**config.mk**
```make
export PLATFORM = sky130hd
export DESIGN_NAME = spi_byte_engine
export DESIGN_NICKNAME = d
export VERILOG_FILES = /design/src/rtl/gigatron_ext_pkg.sv /design/src/rtl/spi_half_div.sv /design/src/rtl/spi_byte_engine.sv
export SDC_FILE = /design/constraint.sdc
export NUM_CORES = 1
export LEC_CHECK = 0
export ABC_AREA = 1
export CAP_MARGIN = 20
export CORE_MARGIN = 2
export CORE_UTILIZATION = 35
export CTS_CLUSTER_DIAMETER = 60
export DETAILED_ROUTE_END_ITERATION = 10
export PLACE_DENSITY = 0.57
export SLEW_MARGIN = 40
export SYNTH_ARGS = -nofsm -noshare
export SYNTH_HDL_FRONTEND = slang
export SYNTH_SLANG_ARGS = --single-unit
```
**constraint.sdc**
```tcl
create_clock -name CLKx4 -period 1.5 [get_ports CLKx4]
set_input_delay 0.225 -clock CLKx4 [delete_from_list [all_inputs] [get_ports CLKx4]]
set_output_delay 0.225 -clock CLKx4 [all_outputs]
set_load 0.01 [all_outputs]
```
**src/rtl/gigatron_ext_pkg.sv**
```systemverilog
`default_nettype none
// ----------------------------------------------------------------------------
// gigatron_ext_pkg: shared constants and types for the extension devices. Rev 1.0
// ----------------------------------------------------------------------------
package gigatron_ext_pkg;
  localparam logic [3:0] DEV_SPI       = 4'hc;
  localparam int         DIV_W_DEFAULT = 4;

  typedef enum logic [1:0] {
    IDLE = 2'd0,
    LO   = 2'd1,
    HI   = 2'd2
  } spi_state_e;
endpackage
`default_nettype wire

```
**src/rtl/spi_half_div.sv**
```systemverilog
`default_nettype none
// ----------------------------------------------------------------------------
// spi_half_div: loadable down-counter, tc high while the count sits at zero. Rev 1.0
// ----------------------------------------------------------------------------
module spi_half_div
  import gigatron_ext_pkg::*;
#(
  parameter int DIV_W = DIV_W_DEFAULT
) (
  input  logic             clk,
  input  logic             rst,
  input  logic             load,
  input  logic [DIV_W-1:0] load_val,
  output logic             tc
);

  logic [DIV_W-1:0] cnt_q, cnt_d;

  always_comb begin
    cnt_d = cnt_q;
    if (load) begin
      cnt_d = load_val;
    end else if (cnt_q != '0) begin
      cnt_d = cnt_q - 1'b1;
    end
  end

  always_ff @(posedge clk or posedge rst) begin
    if (rst) begin
      cnt_q <= '0;
    end else begin
      cnt_q <= cnt_d;
    end
  end

  assign tc = (cnt_q == '0);

endmodule
`default_nettype wire

```
**src/rtl/spi_byte_engine.sv**
```systemverilog
`default_nettype none
// ----------------------------------------------------------------------------
// spi_byte_engine: mode-0 MSB-first SPI byte shifter for extended device 0xc. Rev 1.0
// ----------------------------------------------------------------------------
module spi_byte_engine
  import gigatron_ext_pkg::*;
#(
  parameter int DIV_W = DIV_W_DEFAULT,
  parameter int NSS   = 2
) (
  input  logic             CLKx4,
  input  logic             RST,
  input  logic             wr_data,
  input  logic [7:0]       tx_byte,
  input  logic             wr_cfg,
  input  logic [DIV_W-1:0] cfg_div,
  input  logic [NSS-1:0]   cfg_ss,
  input  logic [NSS:0]     MISO,
  output logic             MOSI,
  output logic             SCK,
  output logic [NSS-1:0]   nSS,
  output logic [7:0]       rx_byte,
  output logic             busy,
  output logic             done,
  output logic             ovr
);

  spi_state_e       state_q, state_d;
  logic [7:0]       sr_q, sr_d;
  logic [2:0]       bit_q, bit_d;
  logic             mosi_q, mosi_d;
  logic             sck_q, sck_d;
  logic [7:0]       rx_q, rx_d;
  logic             done_q, done_d;
  logic             ovr_q, ovr_d;
  logic [DIV_W-1:0] div_q, div_d;
  logic [NSS-1:0]   ss_q, ss_d;

  logic             div_load;
  logic [DIV_W-1:0] div_load_val;
  logic             half_tc;
  logic             miso;
  logic [NSS-1:0]   sel_hit;

  spi_half_div #(.DIV_W(DIV_W)) u_half_div (
    .clk      (CLKx4),
    .rst      (RST),
    .load     (div_load),
    .load_val (div_load_val),
    .tc       (half_tc)
  );

  for (genvar i = 0; i < NSS; i++) begin : g_miso_sel
    assign sel_hit[i] = MISO[i] & ~ss_q[i];
  end

  // The default line only counts when no slave is selected.
  assign miso = (|sel_hit) | (MISO[NSS] & (&ss_q));
  assign busy = (state_q != IDLE);

  always_comb begin
    state_d      = state_q;
    sr_d         = sr_q;
    bit_d        = bit_q;
    mosi_d       = mosi_q;
    sck_d        = sck_q;
    rx_d         = rx_q;
    done_d       = 1'b0;
    ovr_d        = ovr_q;
    div_d        = div_q;
    ss_d         = ss_q;
    div_load     = 1'b0;
    div_load_val = div_q;

    case (state_q)
      IDLE: begin
        if (wr_cfg) begin
          div_d = cfg_div;
          ss_d  = cfg_ss;
          ovr_d = 1'b0;
        end
        if (wr_data) begin
          state_d      = LO;
          sr_d         = tx_byte;
          bit_d        = 3'd0;
          mosi_d       = tx_byte[7];
          sck_d        = 1'b0;
          div_load     = 1'b1;
          div_load_val = wr_cfg ? cfg_div : div_q;
        end
      end
      LO: begin
        if (half_tc) begin
          state_d  = HI;
          sck_d    = 1'b1;
          sr_d     = {sr_q[6:0], miso};
          div_load = 1'b1;
        end
      end
      HI: begin
        if (half_tc) begin
          sck_d = 1'b0;
          if (bit_q == 3'd7) begin
            state_d = IDLE;
            rx_d    = sr_q;
            done_d  = 1'b1;
          end else begin
            state_d  = LO;
            // After a sample, sr_q[7] holds the next outgoing tx bit.
            mosi_d   = sr_q[7];
            bit_d    = bit_q + 3'd1;
            div_load = 1'b1;
          end
        end
      end
      default: begin
        state_d = IDLE;
      end
    endcase

    if (busy && (wr_data || wr_cfg)) begin
      ovr_d = 1'b1;
    end
  end

  always_ff @(posedge CLKx4 or posedge RST) begin
    if (RST) begin
      state_q <= IDLE;
      sr_q    <= '0;
      bit_q   <= '0;
      mosi_q  <= 1'b0;
      sck_q   <= 1'b0;
      rx_q    <= '0;
      done_q  <= 1'b0;
      ovr_q   <= 1'b0;
      div_q   <= '0;
      ss_q    <= '1;
    end else begin
      state_q <= state_d;
      sr_q    <= sr_d;
      bit_q   <= bit_d;
      mosi_q  <= mosi_d;
      sck_q   <= sck_d;
      rx_q    <= rx_d;
      done_q  <= done_d;
      ovr_q   <= ovr_d;
      div_q   <= div_d;
      ss_q    <= ss_d;
    end
  end

  assign MOSI    = mosi_q;
  assign SCK     = sck_q;
  assign nSS     = ss_q;
  assign rx_byte = rx_q;
  assign done    = done_q;
  assign ovr     = ovr_q;

endmodule
`default_nettype wire

```
# Word level (Yosys, flattened, before mapping)
# Cells that the tools add are included.
# op_classes
n_addsub	2
n_eq_ne	7
n_mux	36
bitwise	6
n_reduce_logical	21
# ops
cell	count
4-bit 2-to-1 mux	5
1-bit 2-to-1 mux	17
8-bit 2-to-1 mux	2
8-bit one-hot mux with 2 select lines	1
2-bit nonzero test	6
3-bit 2-to-1 mux	3
3-bit AND reduction	3
2-bit != test, second input constant	4
4-bit AND reduction	2
2-bit 2-to-1 mux	3
1-bit one-hot mux with 3 select lines	2
2-bit one-hot mux with 3 select lines	1
3-bit one-hot mux with 2 select lines	1
2-bit AND reduction	3
4-bit zero test	1
4-bit nonzero test	1
4-bit by 1-bit subtractor with 4-bit output, second input constant	1
3-bit by 1-bit adder with 3-bit output, second input constant	1
1-bit bitwise AND	3
3-bit == test, second input constant	1
3-bit nonzero test	1
2-bit by 1-bit == test with 1-bit output, second input constant	1
2-bit == test, second input constant	1
2-bit zero test	1
6 further kinds	7
# totals
ff_bits	35
in_bits	21
out_inout_bits	15
wordCells	83

# Depth between registers and ports, before layout
# Gate-level depths: netlist (run 1).
# depth
word_depth	6
mapped_depth	9
mapped_depth_nobuf	9

# Cells and area by module
# A second synthesis (run 1) with hierarchy kept.
# unflattened
cells_unflattened	209
hier_area_um2	1707.9
# by_module_without_submodules
mod	n_inst	cells_each	area_per_inst_um2	seq_area_each_um2
spi_byte_engine	1	171	1448.9	778.2
spi_half_div	1	38	259.0	100.1

# Worst setup path before layout (run 1)
# Ideal clock, no wire load.
# synth_path
kind	reg2reg
startpoint	register u_half_div.cnt_q[0]
endpoint	register u_half_div.cnt_q[1]
setup_time_ps	117
arrival_ps	1308
required_time_ps	1383
path_slack_ps	75
stages_incl_launch_ff	10
path_buffers	0
synth_period_minus_slack_ps	1425
cell_sequence	dfrtp_1 -> inv_1 -> ha_1 -> nand2_1 -> nor2_2 -> nand2_1 -> nand3_1 -> nand2_1 -> nand2_1 -> nand2_1
# synth_via
elab_chain_len	4
elab_cells_between_ends	9
classes_between	add/sub: 1; mux: 5; reduce/logical: 3
# synth_lines
element	line	source
from (decl)	spi_half_div.sv:17	logic [DIV_W-1:0] cnt_q, cnt_d;
from (signal assigned)	spi_half_div.sv:32	cnt_q <= cnt_d;
branches (longest 4 deep; another with 4-bit by 1-bit subtractor with 4-bit output)	-	
# Parallel ways; which one is timed is not known. The select of a mux whose other input is x is not followed.
# A chain may end at the register's enable or synchronous reset.

# Worst setup path in the final report (run 1)
# layout_path
startpoint	register bit_q[1]
endpoint	register u_half_div.cnt_q[2]
# layout_via
elab_chain_len	5
elab_cells_between_ends	6
classes_between	eq/ne: 1; mux: 4; reduce/logical: 1
# layout_lines
element	line	source
from (decl)	spi_byte_engine.sv:30	logic [2:0] bit_q, bit_d;
from (signal assigned)	spi_byte_engine.sv:141	bit_q <= bit_d;
3-bit == test *	spi_byte_engine.sv:103	if (bit_q == 3'd7) begin
1-bit 2-to-1 mux *	spi_byte_engine.sv:103	
1-bit 2-to-1 mux *	spi_byte_engine.sv:101	if (half_tc) begin
1-bit one-hot mux with 3 select lines *	spi_byte_engine.sv:75	case (state_q)
4-bit 2-to-1 mux / 2-bit nonzero test (equally long branches)	-	
# Mark *: on every way between the ends. The rest lies on a longest branch, timed or not.

==> results of run 1 <==
==> placed cells by master (no fill, tap or decap), drive strengths merged, types with 2 or more instances in the layout <==
master,count
nand2,66
dfrtp,33
clkdlybuf4s50,32
inv,27
o21ai,25
buf,22
nor2,14
nand3,10
o211ai,8
clkbuf,6
nand4,5
ha,3
clkinv,2
a21oi,2
dfstp,2
dlygate4sd2,2
==> power by group <==
group	internal [mW]	total (mW)	switching (mW)
clock	0.324	0.663	0.339
combinational	0.0579	0.0989	0.0410
sequential	0.948	0.949	0.00126
==> synthesized netlist by cell type <==
cell type / number / area share, %
o211ai_1: 8 / 3.4
nand3_1: 9 / 2.6
dfrtp_1: 33 / 47
nor3b_1: 1 / 0.43
nand2_1: 61 / 13
nand4_1: 5 / 1.8
buf_6: 2 / 1.3
nand2_2: 4 / 1.4
nor2_1: 9 / 1.9
a21oi_1: 2 / 0.57
inv_1: 27 / 5.8
buf_2: 1 / 0.29
ha_1: 3 / 2.1
o2bb2ai_1: 1 / 0.50
nor2_4: 1 / 0.64
o22ai_1: 1 / 0.36
o21ai_0: 17 / 4.9
nand3_4: 1 / 1.0
nand2_4: 1 / 0.64
xnor2_1: 1 / 0.50
dfstp_2: 2 / 3.0
or2_2: 1 / 0.36
o21ai_2: 8 / 4.0
nor2_2: 4 / 1.4
clkinv_2: 1 / 0.29
nor3_1: 1 / 0.29
==> cells by family after synthesis <==
logic type | after synthesis | synth area share (%)
fa+ha+maj | 3 | 2.15
buf+inv | 31 | 7.66
compound gates | 37 | 13.8
xor+xnor | 1 | 0.502
flops | 35 | 50.3
simple gates | 98 | 25.6
==> stage by stage <==
stage               setup WS [ps]  area [µm²]  setup TNS, ps  hold WS, ps  total power, mW
finish                       10.6        2480              0          280             1.71
global route                -51.6        2480          -75.0          296             1.79
CTS                          21.8        2410              0          286             1.73
detailed placement          -29.6        2320           -149          467             1.07
global placement            -8.28        2320          -51.6          466             1.07
floorplan                    75.1        1750              0          335            0.993
==> layer usage <==
metal / vias to the layer above / global-route usage [%] / wire length (µm)
li1: 782 / - / -
met1: 674 / 18.7 / 1710
met2: 35 / 26.0 / 1810
met3: 8 / 3.61 / 175
met4: 0 / 5.95 / 73
met5: - / 0 / 0
==> registers in the layout, indices dropped and copies added (netlist names) <==
register          cells
SCK                   1
state_q               2
bit_q                 3
ovr                   1
div_q                 4
done                  1
sr_q                  8
nSS                   2
u_half_div.cnt_q      4
rx_byte               8
MOSI                  1
==> worst max-delay path, cell delays in order, from the launching register on <==
cell and delay [ps]:
dfrtp_1 400, ha_2 200, ha_4 170, inv_2 50, nand2_2 60, buf_4 140
buf_4 120, nand4_1 90, nand2_1 80, nor2_1 100
==> cell type report <==
| class | instances | area share [%] |
|---|---|---|
| sequential | 35 | 35.4 |
| clock inverter | 2 | 0.505 |
| multi-input combinational | 139 | 32.1 |
| clock buffer | 6 | 2.93 |
| timing repair buffer | 57 | 21.3 |
| tap | 67 | 3.38 |
| inverter | 28 | 4.29 |
==> repair_timing <==
item,4_1_cts,5_1_grt
pin swaps,0,6
buffers inserted,0,2
endpoints found under the setup margin,14,26
resized for setup,6,14
==> worst max-delay path by stage <==
stage                              startpoint             endpoint  slack [ps]
after CTS                 u_half_div.cnt_q[1]              sr_q[2]          20
after global routing                 bit_q[1]  u_half_div.cnt_q[2]         -50
final                                bit_q[1]  u_half_div.cnt_q[2]          10
after global placement               bit_q[0]           rx_byte[7]          -8
after floorplan           u_half_div.cnt_q[0]  u_half_div.cnt_q[1]          80
after detailed placement             bit_q[0]           rx_byte[4]         -30
==> out/qor.yml, run 1 <==
grt_pass1_wl_um: 6460
wl_per_cell_um: 11.3
dp_hpwl_um: 2700
drtIter0Drc: 61
clock-sinks: 35
syn_to_final_growth_pct: 42.0
netlist_area_um2: 1750
dp_cells: 324
cts-buffers-inserted: 5
cap_violations: 0
hold_viol: 0
grt_overflow: 0
initial_core_util_pct: 36.7
grt_pass1_vias: 1492
die_area_um2: 5570
via_per_inst: 4.49
tightestPinTransition_ps: 221
io_pins: 36
clock_latency_ps: 290
yosysWarningCount: 0
drive_above_1_share_pct: 23.2
cts_tree: "built"
fin_crit_sh_pct: 99.3
fillers: 478
path_clk_slew_ps: 70
synthDistinctLibCells: 26
antenna_left: 0
grt_antenna_before_repair: 0
regArea_um2: 878
fin_crit_ps: 1490
end_kind: "flip-flop"
place_congestion: 0.833
cts_root_buf: "clkbuf_8"
die_h_um: 74.6
setup_viol: 0
synth.avg_cell_area_um2: 8.52
slew_viol_final: 0
leakagePower_nw: 1.22
utilization_pct: 52.2
grt_max_degree: 36
track_usage_pct: 15.2
num_antenna_cells: 0
vias: 1499
r2r_cells: 9
rsz0062_at_grt: "yes"
max-vdd-ir-drop_v: 0.000508
syn_nets: 229
arrival_ps: 1710
clock_path_buffers: 2
htree_levels: 2
rr_startpoint: "bit_q[1]"
drt_wl_total_um: 3770
row_count: 25
synth_cells: 205
slew_headroom_pct: 85.2
die_w_um: 74.6
path_class: "flip-flop to flip-flop"
path_max_fanout: 3
hold_path.class: "input port to async pin"
reg2reg_to: "u_half_div.cnt_q[2]"
fin_worst_skew_ps: 9.80
finalNetCount: 290
p_per_area_nw_per_um2: 690
fp.coreArea_um2: 4750
rrSetupSlack_ps: 10
synth_seq_cells: 35
cts_hold_buf: 0
yosysSeqAreaShare_pct: 50.3
outcome: "completed"
clock.fmax_mhz: 671
multi_input_area_um2: 797
route.detailed.drc: 0
io_buffers: 35
required_ps: 1720
start_kind: "flip-flop"
firstDrtPassIters: 4
fin_cells: 334
Power figures use the tool's default switching activity.
==> run 2, diff against run 1 <==
CTS_BUF_LIST = sky130_fd_sc_hd__clkbuf_16   (was default)
==> run 2 against run 1 <==
Count of clock-buffer cells in the layout decreased by 1. Die area unchanged. Critical path depth unchanged. Sequential share of layout area decreased by 0.60 points. Wire length decreased by 0.19%. Flip-flop and latch count unchanged. Final cell count decreased by 0.30%. Clock skew decreased by 2.6 ps. Critical endpoint unchanged.
==> out/qor.yml, run 2 (synthesized netlist as in run 1, its figures left out) <==
cts_hold_buf: 0  # unchanged
hold_path.class: "input port to async pin"
fp.coreArea_um2: 4750  # unchanged
vias: 1507  # +0.53%
p_per_area_nw_per_um2: 804  # +16%
initial_core_util_pct: 36.7  # unchanged
startpoint: "bit_q[1]"
dp_cells: 324  # unchanged
leakagePower_nw: 1.24  # +1.3%
dp_slack_ps: -29.6  # unchanged
cap_violations: 0  # unchanged
io_pins: 36  # unchanged
final_cell_mix: "60 x nand2_1, 33 x dfrtp_1, 32 x clkdlybuf4s50_1, 26 x inv_1, 19 x buf_4"
num_antenna_cells: 0  # unchanged
htree_levels: 2  # unchanged
hold_viol: 0  # unchanged
outcome: "completed"
fin_worst_skew_ps: 7.23  # -2.57 ps
mostFrequentLayoutCell: "nand2_1"
clock.fmax_mhz: 672  # +0.15%
setup_slack_ps: 12.8  # +2.23 ps
required_ps: 1700  # -20 ps
fin_crit_ps: 1490  # -2.23 ps
finalNetCount: 289  # -0.34%
slew_viol_final: 0  # unchanged
path_max_fanout: 3  # unchanged
end_kind: "flip-flop"
clock-sinks: 35  # unchanged
clock_latency_ps: 280  # about the same
io_buffers: 35  # unchanged
row_count: 25  # unchanged
die_h_um: 74.6  # unchanged
endpoint: "u_half_div.cnt_q[2]"
place_congestion: 0.833  # unchanged
die_w_um: 74.6  # unchanged
grt_overflow: 0  # unchanged
tns_ps: 0  # unchanged
use_met2_pct: 26.2  # +0.20 points
wl_per_cell_um: 11.3  # +0.11%
antenna_left: 0  # unchanged
top_usage_layer: "met2"
cts_root_buf: "clkbuf_16"
syn_to_final_growth_pct: 44.4
drtIter0Drc: 55  # -9.8%
cts_tree: "built"
gr-usage-met3_pct: 3.61  # unchanged
setup_viol: 0  # unchanged
clock_path_buffers: 2  # unchanged
via_per_inst: 4.53  # +0.84%
r2r_cells: 9  # unchanged
fin_cells: 333  # -0.30%
max-vdd-ir-drop_v: 0.000498  # -2.0%
route.detailed.drc: 0  # unchanged
tightestPinTransition_ps: 222  # +1.03 ps
grt_antenna_before_repair: 0  # unchanged
rrSetupSlack_ps: 10  # about the same
fin_crit_sh_pct: 99.1  # -0.15 points
start_kind: "flip-flop"
path_clk_slew_ps: 60  # about the same
track_usage_pct: 15.1  # -0.084 points
cts-buffers-inserted: 5  # unchanged
reg2reg_to: "u_half_div.cnt_q[2]"
dp_hpwl_um: 2700  # unchanged
drt_wl_total_um: 3760  # -0.19%
path_class: "flip-flop to flip-flop"
grt_pass1_wl_um: 6440  # -0.22%
drive_above_1_share_pct: 22.6  # -0.66 points
grt_max_degree: 36  # unchanged
slew_headroom_pct: 85.1  # about the same
arrival_ps: 1690  # -20 ps
grt_pass1_vias: 1482  # -0.67%
die_area_um2: 5570  # unchanged
rr_startpoint: "bit_q[1]"
grtUsageMet1_pct: 18.7  # +0.085 points
firstDrtPassIters: 4  # unchanged
[run 2: worst min path at each step]
stage / start / endpoint / slack (ps) / depth (start not counted)
after detailed placement: rx_byte[5] / rx_byte[5] / 470 / 2
after CTS: RST / rx_byte[1] / 310 / 3
after global routing: RST / SCK / 330 / 3
after global placement: rx_byte[6] / rx_byte[6] / 470 / 2
final: RST / SCK / 300 / 3
after floorplan: cfg_div[2] / div_q[2] / 330 / 2
[run 2: through the flow]
step           cell area [µm²]  utilization, %  power (mW)  hold slack, ps
3_3_place_gp              2320            48.7        1.07             466
6_report                  2520            53.1        2.03             298
3_5_place_dp              2320            48.7        1.07             467
2_1_floorplan             1750               -       0.993             335
4_1_cts                   2470            51.9        2.05             309
5_1_grt                   2520            53.1        2.11             326
[run 2: critical path: stages, from the launching register on]
cell     delay [ps]
dfrtp_1         390
ha_2            200
ha_4            160
inv_1            60
nand2_2          70
buf_4           140
buf_4           120
nand4_1          90
nand2_1          90
nor2_1           80
[run 2: power by group]
part           internal (mW)  total (mW)  switching [mW]  leakage, nW
registers              0.949       0.950         0.00127        0.445
clock network          0.605       0.978           0.373       0.0710
logic                 0.0579      0.0986          0.0407        0.722
total                   1.61        2.03           0.415         1.24
[run 2: cell type report]
cell class / instances / area [µm²]
Clock buffer: 5 / 125
Tap cell: 67 / 83.8
Sequential cell: 35 / 878
Fill cell: 469 / 2230
Multi-Input combinational cell: 139 / 792
Clock inverter: 3 / 16.3
Timing Repair Buffer: 56 / 520
Inverter: 28 / 106
[run 2: per-layer routing]
layer,vias up,wire [µm]
li1,780,-
met1,690,1720
met2,32,1850
met3,5,159
met4,0,35
met5,-,0
[run 2: repair_timing]
item,CTS,global route
pin swaps,0,3
buffers inserted,0,1
resized for setup,6,12
cloned,0,0
setup endpoints to repair,14,25
==> run 3, diff against run 2 <==
PLACE_DENSITY = 0.69   (was 0.57)
SKIP_LAST_GASP = 1   (was default)
clock period = 1.7 ns   (was 1.5 ns; I/O delays follow)
==> run 3 against run 2 <==
Die area stayed put. Combinational power fell by 14%. Flip-flop and latch count is the same. Sequential share of layout area grew 2.3 points. Design area fell by 6.3%. Final cell count is 4.5% lower. Count of clock-buffer cells in the layout stayed put. Largest cell class unchanged.
==> out/qor.yml, run 3 (synthesized netlist as in run 1, its figures left out) <==
hold_viol: 0  # unchanged
arrival_ps: 1410  # -280 ps
post_cts_buffers: 0  # unchanged
grt_antenna_before_repair: 0  # unchanged
p_per_area_nw_per_um2: 754  # -6.2%
slowest_delay_ps: 530  # +140 ps
io_pins: 36  # unchanged
fillers: 480  # +2.3%
crit_path_cell_trace: "nor2_4 -> inv_1 -> clkdlybuf4s50_1"
grt_pass1_vias: 1477  # -0.34%
power_frac_comb_pct: 4.8  # about the same
power.internal_mw: 1.42  # -12%
wl_per_cell_um: 10.9  # -3.2%
netSwitchingFraction_pct: 20.4  # -0.074 points
tns_ps: 0  # unchanged
clock-sinks: 35  # unchanged
path_class: "flip-flop to output port"
rrSetupSlack_ps: 170  # +160 ps
clock.fmax_mhz: 601
fin_crit_ps: 1660
cts_root_buf: "clkbuf_16"
die_area_um2: 5570  # unchanged
cts_tree: "built"
fp.coreArea_um2: 4750  # unchanged
fin_worst_skew_ps: 4.46  # -2.77 ps
num_antenna_cells: 0  # unchanged
rr_startpoint: "bit_q[0]"
fin_crit_sh_pct: 97.9
track_usage_pct: 14.9  # -0.26 points
place_congestion: 0.827  # -0.74%
tightestPinTransition_ps: 293  # +71.8 ps
slew_headroom_pct: 80.4  # -4.7 points
setup_viol: 0  # unchanged
firstDrtPassIters: 4  # unchanged
syn_to_final_growth_pct: 35.3
path_max_fanout: 4  # +1
slew_viol_final: 0  # unchanged
finalNetCount: 274  # -5.2%
row_count: 25  # unchanged
cts-buffers-inserted: 5  # unchanged
r2r_cells: 8  # -1
rsz0062_at_grt: "yes"
drtIter0Drc: 81  # +47%
p_sw_uw: 364  # -12%
end_kind: "output port"
setup_slack_ps: 35.2  # +22.4 ps
via_per_inst: 4.64  # +2.6%
clock_latency_ps: 270  # about the same
hold_path.class: "input port to async pin"
mostFrequentLayoutCell: "nand2_1"
start_kind: "flip-flop"
initial_core_util_pct: 36.7  # unchanged
drt_wl_total_um: 3480  # -7.6%
required_ps: 1440  # -260 ps
drive_above_1_share_pct: 14.3  # -8.2 points
cap_violations: 0  # unchanged
die_h_um: 74.6  # unchanged
antenna_left: 0  # unchanged
grt_max_degree: 36  # unchanged
reg2reg_to: "u_half_div.cnt_q[0]"
power_frac_clock_pct: 48.2  # about the same
dp_hpwl_um: 2550  # -5.8%
grt_pass1_wl_um: 6330  # -1.8%
dp_slack_ps: 84.0  # +114 ps
vias: 1476  # -2.1%
leakagePower_nw: 1.15  # -6.8%
max-vdd-ir-drop_v: 0.000377  # -24%
htree_levels: 2  # unchanged
dp_cells: 310  # -4.3%
final_cell_mix: "61 x nand2_1, 35 x clkdlybuf4s50_1, 33 x dfrtp_1, 27 x inv_1, 17 x o21ai_0"
die_w_um: 74.6  # unchanged
io_buffers: 35  # unchanged
outcome: "completed"
pwr-share-seq_pct: 47.1  # +0.2 points
clock_path_buffers: 2  # unchanged
slowest_stage: "clkdlybuf4s50_1"
design_area_um2: 2360  # -6.3%
path_clk_slew_ps: 60  # about the same
grt_overflow: 0  # unchanged
route.detailed.drc: 0  # unchanged
power_mw: 1.78  # -12%
dpl-instance-area_um2: 2210  # -4.5%
fin_cells: 318  # -4.5%
==> run 3: cell count changes in the layout (fill, tap and decap cells not counted), moves of 2 or more <==
cell / change
inv_2: -2
nand3_1: +2
buf_4: -14
clkinv_1: +2
dlygate4sd2_1: -3
nand3_2: -2
ha_4: -2
clkdlybuf4s50_1: +3
ha_1: +2
==> run 3: layout make-up <==
class | instances | area, µm² | share of cell area (%)
timing repair buffer | 41 | 408 | 17.3
clock inverter | 3 | 15.0 | 0.635
multi-input combinational | 139 | 747 | 31.6
clock buffer | 5 | 125 | 5.29
tap | 67 | 83.8 | 3.55
inverter | 28 | 106 | 4.50
sequential | 35 | 878 | 37.2
==> run 3: how the worst max path moves through the flow <==
| stage | from | end | slack, ps | cells past startpoint |
|---|---|---|---|---|
| 2_1_floorplan | u_half_div.cnt_q[0] | u_half_div.cnt_q[1] | 280 | 9 |
| 3_3_place_gp | u_half_div.cnt_q[0] | rx_byte[4] | 100 | 7 |
| 3_5_place_dp | u_half_div.cnt_q[0] | rx_byte[4] | 80 | 7 |
| 4_1_cts | state_q[1] | busy | 6 | 3 |
| 5_1_grt | state_q[1] | busy | -30 | 3 |
| 6_report | state_q[1] | busy | 40 | 3 |
==> run 3: worst max-delay path, delay by kind of cell (launching register included) <==
family	cells	cell delay [ps]
flip-flops	1	460
AND/OR/NAND/NOR	1	60
buffers and inverters	2	610
==> run 3: repair_timing <==
item                                    in CTS  in global routing
gates resized for setup                      0                  3
pin swaps                                    1                  0
cloned                                       0                  0
hold endpoints to repair                     0                  0
endpoints found under the setup margin       1                 10
hold buffers                                 0                  0
==> run 3: power by group through the flow <==
stage                     sequential, mW  combinational (mW)  clock (mW)
final                              0.839              0.0849       0.859
after global routing               0.839              0.0948       0.916
after CTS                          0.838              0.0874       0.880
after detailed placement           0.853              0.0870           0
after global placement             0.853              0.0875           0
after floorplan                    0.853              0.0234           0
==> run 3: per-stage QoR <==
step                      utilization (%)  hold slack [ps]
after floorplan                         -              365
after global placement               46.5              464
after detailed placement             46.5              468
after CTS                            49.4              333
after global routing                 49.7              378
final                                49.7              320
==> run 3: routing by layer <==
| layer | track usage, % | share of wire [%] | vias to the layer above |
|---|---|---|---|
| li1 | - | - | 762 |
| met1 | 18.7 | 48 | 675 |
| met5 | 0 | 0 | - |
| met2 | 24.1 | 46 | 35 |
| met3 | 4.95 | 5.4 | 4 |
| met4 | 5.36 | 0.98 | 0 |
